--- src/rtl/pipeline_hazard_ctrl.sv ---
// rtl/pipeline_hazard_ctrl.sv - load-use stall, branch flush and operand forwarding control
module pipeline_hazard_ctrl (
  input  logic        clk,
  input  logic        reset_n,
  input  logic        id_valid,
  input  logic [4:0]  id_rn,
  input  logic [4:0]  id_rb,
  input  logic        id_use_rn,
  input  logic        id_use_rb,
  input  logic [4:0]  id_rd,
  input  logic        id_regwrite,
  input  logic        id_load,
  input  logic        ex_br_taken,
  output logic        pc_write,
  output logic        ifid_write,
  output logic        ifid_flush,
  output logic        idex_bubble,
  output logic [1:0]  fwd_a,
  output logic [1:0]  fwd_b,
  output logic [15:0] stall_count,
  output logic [15:0] flush_count
);

  typedef enum logic {RUN, FLUSHED} state_t;

  state_t      state_q, state_d;
  logic        ex_v_q, ex_rw_q, ex_ld_q;
  logic [4:0]  ex_rd_q;
  logic        mem_v_q, mem_rw_q;
  logic [4:0]  mem_rd_q;
  logic [1:0]  fwd_a_q, fwd_a_d, fwd_b_q, fwd_b_d;
  logic [15:0] stall_cnt_q, flush_cnt_q;
  logic        load_use, br_flush;

  // X31 is the zero register: it never produces a hazard or a forward
  function automatic logic reg_hit(input logic v, input logic rw, input logic [4:0] rd,
                                   input logic [4:0] src, input logic use_src);
    return v && rw && use_src && (rd == src) && (rd != 5'd31);
  endfunction

  assign load_use = id_valid && ex_v_q && ex_ld_q &&
                    (reg_hit(ex_v_q, ex_rw_q, ex_rd_q, id_rn, id_use_rn) ||
                     reg_hit(ex_v_q, ex_rw_q, ex_rd_q, id_rb, id_use_rb));
  assign br_flush = (state_q == RUN) && ex_br_taken;

  always_comb begin
    state_d     = RUN;
    pc_write    = 1'b1;
    ifid_write  = 1'b1;
    ifid_flush  = 1'b0;
    idex_bubble = 1'b0;
    if (br_flush) begin
      ifid_flush  = 1'b1;
      idex_bubble = 1'b1;
      state_d     = FLUSHED;
    end else if (load_use) begin
      pc_write    = 1'b0;
      ifid_write  = 1'b0;
      idex_bubble = 1'b1;
    end
  end

  // Forward select for the instruction entering EX: current EX becomes EX/MEM, current MEM becomes MEM/WB
  always_comb begin
    fwd_a_d = 2'b00;
    fwd_b_d = 2'b00;
    if (!idex_bubble) begin
      if (reg_hit(ex_v_q, ex_rw_q, ex_rd_q, id_rn, id_use_rn))
        fwd_a_d = 2'b01;
      else if (reg_hit(mem_v_q, mem_rw_q, mem_rd_q, id_rn, id_use_rn))
        fwd_a_d = 2'b10;
      if (reg_hit(ex_v_q, ex_rw_q, ex_rd_q, id_rb, id_use_rb))
        fwd_b_d = 2'b01;
      else if (reg_hit(mem_v_q, mem_rw_q, mem_rd_q, id_rb, id_use_rb))
        fwd_b_d = 2'b10;
    end
  end

  always_ff @(posedge clk) begin
    if (!reset_n) begin
      state_q     <= RUN;
      ex_v_q      <= 1'b0;
      ex_rw_q     <= 1'b0;
      ex_ld_q     <= 1'b0;
      ex_rd_q     <= 5'd0;
      mem_v_q     <= 1'b0;
      mem_rw_q    <= 1'b0;
      mem_rd_q    <= 5'd0;
      fwd_a_q     <= 2'b00;
      fwd_b_q     <= 2'b00;
      stall_cnt_q <= 16'd0;
      flush_cnt_q <= 16'd0;
    end else begin
      state_q  <= state_d;
      mem_v_q  <= ex_v_q;
      mem_rw_q <= ex_rw_q;
      mem_rd_q <= ex_rd_q;
      if (idex_bubble) begin
        ex_v_q  <= 1'b0;
        ex_rw_q <= 1'b0;
        ex_ld_q <= 1'b0;
        ex_rd_q <= 5'd0;
      end else begin
        ex_v_q  <= id_valid;
        ex_rw_q <= id_valid && id_regwrite;
        ex_ld_q <= id_valid && id_load;
        ex_rd_q <= id_rd;
      end
      fwd_a_q <= fwd_a_d;
      fwd_b_q <= fwd_b_d;
      if (load_use && !br_flush && stall_cnt_q != 16'hFFFF)
        stall_cnt_q <= stall_cnt_q + 16'd1;
      if (br_flush && flush_cnt_q != 16'hFFFF)
        flush_cnt_q <= flush_cnt_q + 16'd1;
    end
  end

  assign fwd_a       = fwd_a_q;
  assign fwd_b       = fwd_b_q;
  assign stall_count = stall_cnt_q;
  assign flush_count = flush_cnt_q;

endmodule

--- config.mk ---
export PLATFORM = sky130hd
export DESIGN_NAME = pipeline_hazard_ctrl
export DESIGN_NICKNAME = d
export VERILOG_FILES = /design/src/rtl/pipeline_hazard_ctrl.sv
export SDC_FILE = /design/constraint.sdc
export NUM_CORES = 1
export LEC_CHECK = 0
export ABC_CLOCK_PERIOD_IN_PS = 2400
export BUFFER_PORTS_ARGS = -buffer_cell sky130_fd_sc_hd__clkbuf_2
export CORE_ASPECT_RATIO = 0.5
export CORE_MARGIN = 2
export CORE_UTILIZATION = 45
export CTS_CLUSTER_SIZE = 14
export DETAILED_ROUTE_END_ITERATION = 8
export PLACE_DENSITY = 0.72
export SLEW_MARGIN = 10
export SYNTH_ARGS = -nofsm -noshare
export SYNTH_HDL_FRONTEND = slang
export SYNTH_SLANG_ARGS = --single-unit
--- constraint.sdc ---
create_clock -name clk -period 2.4 [get_ports clk]
set_clock_uncertainty 0.15 [all_clocks]
set_input_delay 0.24 -clock clk [delete_from_list [all_inputs] [get_ports clk]]
set_output_delay 0.24 -clock clk [all_outputs]
set_load 0.03 [all_outputs]
Word-level counts from Yosys, hierarchy flattened
Index checks and enable logic that the tools add are counted.
{ "totals": {"reg_bits": 52, "input_bits": 23} }
{ "op_classes": {"n_addsub": 2, "n_eq_ne": 8, "n_mux": 9, "n_bitwise": 2, "n_reduce_logical": 28} }
{ "ops": {"columns": ["cell", "n"], "rows": [
  ["$add 16x1->16 const B", 2],
  ["$ne 16x16->1 const B", 2],
  ["$logic_and 1x1->1", 23],
  ["$eq 5x5->1", 4],
  ["$ne 5x5->1 const B", 2],
  ["$mux 1", 7],
  ["$reduce_or 3->1", 2],
  ["$mux 2", 2],
  ["$not 1->1", 2],
  ["$reduce_or 2->1", 1],
  ["$logic_not 1->1", 1],
  ["$logic_or 1x1->1", 1]
]} }

Logic depth before layout (Yosys ltp)
Gate-level depths: netlist of the first run.
{ "depth": {"ltp_word": 9, "depth_mapped": 8, "depth_no_buf": 7} }

Worst setup path before layout of the first run
No wires, ideal clock.
{ "synth_path": {"path_type": "register -> register", "start": "register flush_cnt_q[0] (netlist: flush_count[0])", "end": "register flush_cnt_q[1] (netlist: flush_count[1])", "setup_time_ns": 0.128, "t_arrival_ns": 1.866, "required_ns": 2.122, "path_slack_ns": 0.256, "path_stages_with_launch": 8, "n_path_buf": 0, "period_less_slack_ns": 2.144, "path_cell_list": "dfxtp_1 ha_1 inv_1 or2_2 nor3_1 nand2b_1 mux2i_1 nor2_1"} }
{ "synth_between": {"elab_chain_len": 2} }
{ "synth_lines": {"columns": ["item", "line_no", "source"], "rows": [
  ["start, declared", "32", "logic [15:0] stall_cnt_q, flush_cnt_q;"],
  ["start signal, assigned", "114", "flush_cnt_q <= flush_cnt_q + 16'd1;"],
  ["parallel branches: the longest is 2 deep, another holds $add 16x1->16", null, null]
]} }
Several ways; the timed one is not identified.
A chain may end at the register's enable or synchronous reset.

Final worst setup path of the first run
{ "layout_path": {"start": "register ex_rd_q[2]", "end": "register stall_cnt_q[11] (netlist: stall_count[11])"} }
{ "layout_between": {"elab_chain_len": 7} }
{ "layout_lines": {"columns": ["item", "line_no", "source"], "rows": [
  ["start, declared", "28", "logic [4:0] ex_rd_q;"],
  ["start signal, assigned", "107", "ex_rd_q <= id_rd;"],
  ["$eq 5x5->1", "38", "return v && rw && use_src && (rd == src) && (rd != 5'd31);"],
  ["$logic_and 1x1->1 (2 in series)", "38", null],
  ["$logic_or 1x1->1 (*)", "42", "(reg_hit(ex_v_q, ex_rw_q, ex_rd_q, id_rn, id_use_rn) ||"],
  ["$logic_and 1x1->1 (*)", "41", "assign load_use = id_valid && ex_v_q && ex_ld_q &&"],
  ["$logic_and 1x1->1 (*) (2 in series)", "111", "if (load_use && !br_flush && stall_cnt_q != 16'hFFFF)"],
  ["end signal, assigned", "112", "stall_cnt_q <= stall_cnt_q + 16'd1;"],
  ["end, declared", "32", null]
]} }
Mark *: on every way between the ends. The rest lies on a longest branch, timed or not.

==> results.sh, run 1 <==
export IMPL_grt_use_total=0.2038
export IMPL_route_detailed_drc=0
export IMPL_finalMaxSlewViolations=0
export IMPL_avgSynthCellArea_sq_um=8.983
export IMPL_grt_pass1_wl_mm=9.666
export IMPL_grt_overflow=0
export IMPL_tns_ps=0
export IMPL_cts_sinks=52
export IMPL_synth_seq_cells=52
export IMPL_p_per_area_nw_per_um2=483.5
export IMPL_finalWorstSetupSlack_ps=58.61
export IMPL_cp_slowest_cell="or4_4"
export IMPL_max_freq_mhz=427.1
export IMPL_slew_headroom=0.6211
export IMPL_setup_viol=0
export IMPL_final_min_clock_period_ps=2341
export IMPL_die_h_microns=56.20
export IMPL_async_flop_share=0
export IMPL_yosysSeqAreaShare=0.4245
export IMPL_status="complete, no violations"
export IMPL_power_switching_mw=0.3793
export IMPL_preCtsSetupSlack_ps=-20.97
export IMPL_synth_edff_count=0
export IMPL_start_util=0.4818
export IMPL_ant_nets=0
export IMPL_first_pass_iters=4
export IMPL_final_net_count=385
export IMPL_totalWireLength_mm=6.353
export IMPL_drive_gt1_frac=0.2881
export IMPL_worst_pin_slew_ps=564.9
export IMPL_rr_endpoint="stall_count[11]$_SDFFE_PN0P_"
export IMPL_critPathKind="flip-flop to flip-flop"
export IMPL_start_kind="flip-flop"
export IMPL_yosysUniqueCellTypes=41
export IMPL_rr_startpoint="ex_rd_q[2]$_SDFF_PP0_"
export IMPL_rr_worst_depth=7
export IMPL_ir_drop_mv=0.2980
export IMPL_routed_via_density=5.445
export IMPL_cts_buffers=5
export IMPL_startpoint="ex_rd_q[2]$_SDFF_PP0_"
export IMPL_cpPeakStageDelay_ps=510
export IMPL_cp_data_arrival_time_ps=2430
export IMPL_cts_root_buf="clkbuf_8"
export IMPL_met1_length_mm=3.087
export IMPL_end_kind="flip-flop"
export IMPL_port_buffers=62
export IMPL_final_hold_viol_count=0
export IMPL_top_layer_used="met4"
export IMPL_required_ps=2490
export IMPL_reg2reg_slack_ps=60
export IMPL_cts_buffer_depth=2
export IMPL_fin_crit_sh=0.9756
export IMPL_grt_max_degree=23
export IMPL_cts_htree_levels=2
export IMPL_placed_area_sq_um=2903
export IMPL_holdWs_ps=18.26
export IMPL_crit_fanout=6
export IMPL_clock_latency_ps=310
export IMPL_ys_warn_count=0
export IMPL_vias=2347
export IMPL_flow_area_growth_from_synthesis_pct=30.71
export IMPL_cap_violations=0
export IMPL_wl_met2_mm=2.834
export IMPL_p_leak_nw=1.284
export IMPL_synth_cells=273
export IMPL_core_region_area_sq_um=5090
export IMPL_netlist_top_cells_area="dfxtp_1 (42%), xor2_1 (7.5%), nor2_1 (4.0%), and2_1 (3.6%), xnor2_1 (3.6%)"
export IMPL_worstPathCellList="xor2_1 > nor4_1 > and3_2 > o2111ai_4 > buf_6 > or4_4 > a21oi_2"
export IMPL_power_frac_clock=0.341
export IMPL_clk_transition_reported_paths_ps=100
export IMPL_antenna_found_initial=0
export IMPL_cts_tree="built"
export IMPL_io_pins=63
export IMPL_antenna_cells=0
export IMPL_rsz0062_at_grt="yes"
export IMPL_dpl_hpwl_mm=4.390
export IMPL_post_route_cell_area_sq_um=3206
export IMPL_combPwrFrac=0.084
export IMPL_wl_per_cell_microns=14.74
export IMPL_synth_area_sq_um=2452
export IMPL_ys_flop_type="dfxtp_1"
export IMPL_fp_dieW_microns=108.4
export IMPL_synthMostInstantiatedCell="dfxtp_1"
export IMPL_pwr_share_seq=0.575
export IMPL_hold_end="fwd_a[1]$_SDFF_PP0_"
export IMPL_wl_met3_microns=332
export IMPL_yosys_area_top_type="dfxtp_1"
export IMPL_min_from="id_use_rn"
export IMPL_hold_class="input port to flip-flop"
export IMPL_rows=18
export IMPL_p_int_mw=1.171
export IMPL_synth_nets=298
export IMPL_drt_initial_drc_count=128
export IMPL_p_total_mw=1.550
export IMPL_synth_top_area_share=0.4245
export IMPL_swShare=0.2447
export IMPL_synth_common_cells="dfxtp_1 (52), nor2_1 (26), nand2_1 (21), xor2_1 (21)"
export IMPL_hold_path_depth=3
export IMPL_gp_congestion=0.8803
export IMPL_grt_pass1_vias=2127
export IMPL_die_area_sq_um=6092
==> registers in the layout (all words and copies together), names as in the netlist, 2 cells and up <==
register,cells
ex_rd_q,5
fwd_a,2
stall_count,16
flush_count,16
mem_rd_q,5
fwd_b,2
==> routing by layer <==
metal  global-route usage  vias to the layer above
met5                    0                        -
met4              0.09158                        0
met3              0.04918                       12
met2               0.3089                       68
met1               0.2744                     1105
li1                     -                     1162
==> timing repair <==
item / 4_1_cts / 5_1_grt
endpoints found under the hold margin: 7 / 0
hold buffers: 7 / 0
pin swaps: 2 / 11
gates resized for setup: 3 / 27
setup endpoints to repair: 3 / 8
buffers inserted: 2 / 3
gates cloned: 1 / 0
==> placed cells by master, fill, tap and decap left out, drive strengths merged, types with 2 or more instances in the layout <==
master       netlist  layout
clkbuf             5      66
dfxtp             52      52
nor2              26      26
xor2              21      21
nand2             21      21
buf                3      21
nand3             14      14
and2              14      14
xnor2             10      10
and3              10      10
a21oi              9       9
nor3               8       8
o31ai              8       8
or4                8       8
nand4              7       7
dlygate4sd3        0       7
nor4               7       7
nand2b             5       5
o211ai             5       5
and4               5       5
mux2i              5       5
o21ai              5       5
inv                3       3
o2111ai            1       2
a211oi             2       2
nand4b             2       2
o21bai             2       2
or3                2       2
ha                 2       2
a31oi              2       2
nor4b              2       2
==> stage by stage <==
stage	cells	util
after floorplan	273	-
after global placement	410	0.5703
after detailed placement	410	0.5703
after CTS	428	0.6106
after global routing	431	0.6298
final	431	0.6298
==> worst max-delay path, delay by kind of cell (launching register included) <==
kind | cells | cell delay (ps)
flip-flops | 1 | 360
buffers and inverters | 1 | 210
AO/OA/AOI/OAI | 2 | 330
XOR/XNOR | 1 | 150
AND/OR/NAND/NOR | 3 | 1070
==> how the worst max path moves through the flow <==
stage / cells after the start / endpoint
after global routing: 7 / stall_count[11]$_SDFFE_PN0P_
final: 7 / stall_count[11]$_SDFFE_PN0P_
after global placement: 7 / stall_count[15]$_SDFFE_PN0P_
after floorplan: 7 / flush_count[1]$_SDFFE_PN0P_
after detailed placement: 6 / stall_count[15]$_SDFFE_PN0P_
after CTS: 6 / pc_write
==> area by class of cell <==
type                    count  area [sq um]
clock buffers               7         86.33
clock inverters             1         7.507
fillers                   446          1884
inverters                   4         15.01
multi-input cells         210          1419
flip-flops and latches     52          1045
well taps                  70         87.58
repair buffers             87         545.5
==> cell families (layout without fill, tap and decap cells) <==
kind of cell               after synthesis  after routing  share of synthesized area
AOI/OAI and AO/OA                       35             36                     0.1005
muxes                                    5              5                    0.02041
buffers and inverters                   12             99                    0.02449
and+or+nand+nor                        136            136                     0.3092
DFF                                     52             52                     0.4245
xor gates and xnor gates                31             31                     0.1107
adders and majority gates                2              2                    0.01020
==> power by group through the flow <==
stage	registers, mW	logic (mW)	clock network [mW]
after global placement	0.911	0.113	0
after global routing	0.894	0.141	0.566
after CTS	0.891	0.127	0.538
final	0.891	0.131	0.529
after floorplan	0.915	0.0599	0
after detailed placement	0.911	0.115	0
Power figures use the tool's default switching activity.
==> run 2, diff against run 1 <==
--- a/config.mk
+++ b/config.mk
@@ -5,6 +5,7 @@
 export SDC_FILE = /design/constraint.sdc
 export NUM_CORES = 1
 export LEC_CHECK = 0
+export ABC_AREA = 1
 export ABC_CLOCK_PERIOD_IN_PS = 2400
 export BUFFER_PORTS_ARGS = -buffer_cell sky130_fd_sc_hd__clkbuf_2
 export CORE_ASPECT_RATIO = 0.5
@@ -12,7 +13,7 @@
 export CORE_UTILIZATION = 45
 export CTS_CLUSTER_SIZE = 14
 export DETAILED_ROUTE_END_ITERATION = 8
-export PLACE_DENSITY = 0.72
+export PLACE_DENSITY = 0.7
 export SLEW_MARGIN = 10
 export SYNTH_ARGS = -nofsm -noshare
 export SYNTH_HDL_FRONTEND = slang
==> run 2 against run 1 <==
Effect of this change: core utilization is 6.5 points lower; power is 14% higher; setup slack better by 230 ps; fmax is 11% higher; global-route usage is 1.0 points lower; synthesized cell count is 59% higher; die area is 18% higher; non-clock buffer count is 20 lower; flip-flop and latch count stayed put; largest cell class unchanged.
==> results.sh, run 2 <==
export IMPL_status="complete, no violations"
export IMPL_route_detailed_drc=0
export IMPL_setup_viol=0
export IMPL_p_per_area_nw_per_um2=506.9
export IMPL_yosysSeqAreaShare=0.3559
export IMPL_start_kind="flip-flop"
export IMPL_vias=2759
export IMPL_antenna_found_initial=0
export IMPL_routed_via_density=4.684
export IMPL_first_pass_iters=4
export IMPL_finalMaxSlewViolations=0
export IMPL_drt_initial_drc_count=176
export IMPL_netlist_top_cells_area="dfxtp_1 (36%), nand2_1 (12%), inv_1 (9.0%), nor2_1 (8.3%), nor2_2 (3.8%)"
export IMPL_p_leak_nw=1.576
export IMPL_core_region_area_sq_um=6181
export IMPL_cp_slowest_cell="dfxtp_1"
export IMPL_drive_gt1_frac=0.2196
export IMPL_grt_pass1_wl_mm=11.03
export IMPL_synth_nets=459
export IMPL_avgSynthCellArea_sq_um=6.740
export IMPL_gp_congestion=0.8888
export IMPL_synth_cells=434
export IMPL_worstPathCellList="xnor2_1 > nand2_1 > nor2_2 > nand2_4 > nand2_8 > nand3_4 > clkbuf_2"
export IMPL_final_min_clock_period_ps=2110
export IMPL_grt_max_degree=25
export IMPL_cts_buffer_depth=2
export IMPL_max_freq_mhz=473.8
export IMPL_io_pins=63
export IMPL_rows=20
export IMPL_grt_overflow=0
export IMPL_ir_drop_mv=0.2537
export IMPL_synth_edff_count=0
export IMPL_yosysUniqueCellTypes=37
export IMPL_fill_cells=619
export IMPL_die_area_sq_um=7201
export IMPL_wl_per_cell_microns=10.72
export IMPL_synth_common_cells="nand2_1 (94), inv_1 (70), nor2_1 (65), dfxtp_1 (52), nand3_1 (19)"
export IMPL_final_common_cell="nand2_1"
export IMPL_final_hold_viol_count=0
export IMPL_multi_input_area_sq_um=1563
export IMPL_cts_buffers=5
export IMPL_clock_latency_ps=290
export IMPL_fp_dieW_microns=118.0
export IMPL_cts_sinks=52
export IMPL_clk_transition_reported_paths_ps=70
export IMPL_required_ps=2010
export IMPL_dpl_hpwl_mm=4.909
export IMPL_final_cell_mix="nand2_1 (94), inv_1 (70), nor2_1 (65)"
export IMPL_cts_root_buf="clkbuf_16"
export IMPL_async_flop_share=0
export IMPL_worst_pin_slew_ps=583.1
export IMPL_fin_util=0.5650
export IMPL_ys_warn_count=0
export IMPL_cp_data_arrival_time_ps=1720
export IMPL_ant_nets=0
export IMPL_die_h_microns=61.01
export IMPL_cts_tree="built"
export IMPL_final_net_count=525
export IMPL_fin_crit_sh=0.8793
export IMPL_cts_resized=0
export IMPL_ys_flop_type="dfxtp_1"
export IMPL_cts_setup_buffers=0
export IMPL_end_kind="primary output"
export IMPL_port_buffers=62
export IMPL_rsz0062_at_grt="no"
export IMPL_seq_area_sq_um=1041
export IMPL_synthMostInstantiatedCell="nand2_1"
export IMPL_synth_top_area_share=0.3559
export IMPL_synth_area_sq_um=2925
export IMPL_crit_fanout=9
export IMPL_start_util=0.4733
export IMPL_cpPeakStageDelay_ps=430
export IMPL_grt_use_total=0.1936
export IMPL_slew_headroom=0.6109
export IMPL_totalWireLength_mm=6.316
export IMPL_tns_ps=0
export IMPL_synth_seq_cells=52
export IMPL_yosys_area_top_type="dfxtp_1"
export IMPL_hold_class="input port to flip-flop"
export IMPL_grt_pass1_vias=2562
export IMPL_holdWs_ps=13.36
export IMPL_cap_violations=0
export IMPL_critPathKind="flip-flop to primary output"
export IMPL_cts_htree_levels=2
export IMPL_flow_area_growth_from_synthesis_pct=19.38
export IMPL_antenna_cells=0
-- run 2: final timing paths --
kind / endpoint / cells past startpoint / slack, ps / start
worst max-delay path: pc_write / 7 / 290 / ex_rd_q[1]$_SDFF_PP0_
worst min-delay path: ex_rd_q[3]$_SDFF_PP0_ / 3 / 10 / id_rd[3]
worst max register to register: flush_count[2]$_SDFFE_PN0P_ / 9 / 500 / flush_count[0]$_SDFFE_PN0P_
worst min register to register: mem_rw_q$_SDFF_PN0_ / 2 / 300 / ex_rw_q$_SDFF_PP0_
-- run 2: timing repair --
item,CTS,global route
hold buffers,4,0
endpoints found under the hold margin,4,0
endpoints found under the setup margin,0,0
-- run 2: area by class of cell --
cell class              count  share of cell area
well taps                  88             0.03153
inverters                  73             0.07847
flip-flops and latches     52              0.2981
repair buffers             67              0.1025
clock buffers               8             0.04192
multi-input cells         301              0.4475
-- run 2: power by group --
group	total [mW]	internal (mW)	switching (mW)
Sequential	0.892	0.877	0.0147
Combinational	0.155	0.0566	0.0988
Clock	0.723	0.417	0.307
Total	1.77	1.35	0.420
-- run 2: kinds of logic after synthesis --
| kind of cell | Yosys count | share of synthesized area |
|---|---|---|
| buffers and inverters | 81 | 0.1099 |
| DFF | 52 | 0.3559 |
| and+or+nand+nor | 243 | 0.3978 |
| xor gates and xnor gates | 19 | 0.05689 |
| adders and majority gates | 2 | 0.008553 |
| AOI/OAI and AO/OA | 37 | 0.07100 |
-- run 2: worst max-delay path: cells and delay by family (launching register included) --
kind          cells  cell delay [ps]
xor+xnor          1              140
buf+inv           1              260
flops             1              430
simple gates      5              590
-- run 2: through the flow --
| stage | cell area [sq um] | cells | setup WS, ps | total power, mW |
|---|---|---|---|---|
| 2_1_floorplan | 2925 | 434 | 508.4 | 1.016 |
| 3_3_place_gp | 3306 | 577 | 511.0 | 1.061 |
| 3_5_place_dp | 3306 | 577 | 522.2 | 1.063 |
| 4_1_cts | 3492 | 589 | 273.1 | 1.794 |
| 5_1_grt | 3492 | 589 | 160.1 | 1.847 |
| 6_report | 3492 | 589 | 289.6 | 1.770 |
-- run 2: layer usage --
| layer | track usage | part of all wire |
|---|---|---|
| met5 | 0 | 0 |
| met3 | 0.05093 | 0.054 |
| met2 | 0.3505 | 0.46 |
| met4 | 0.06368 | 0.012 |
| met1 | 0.2346 | 0.47 |
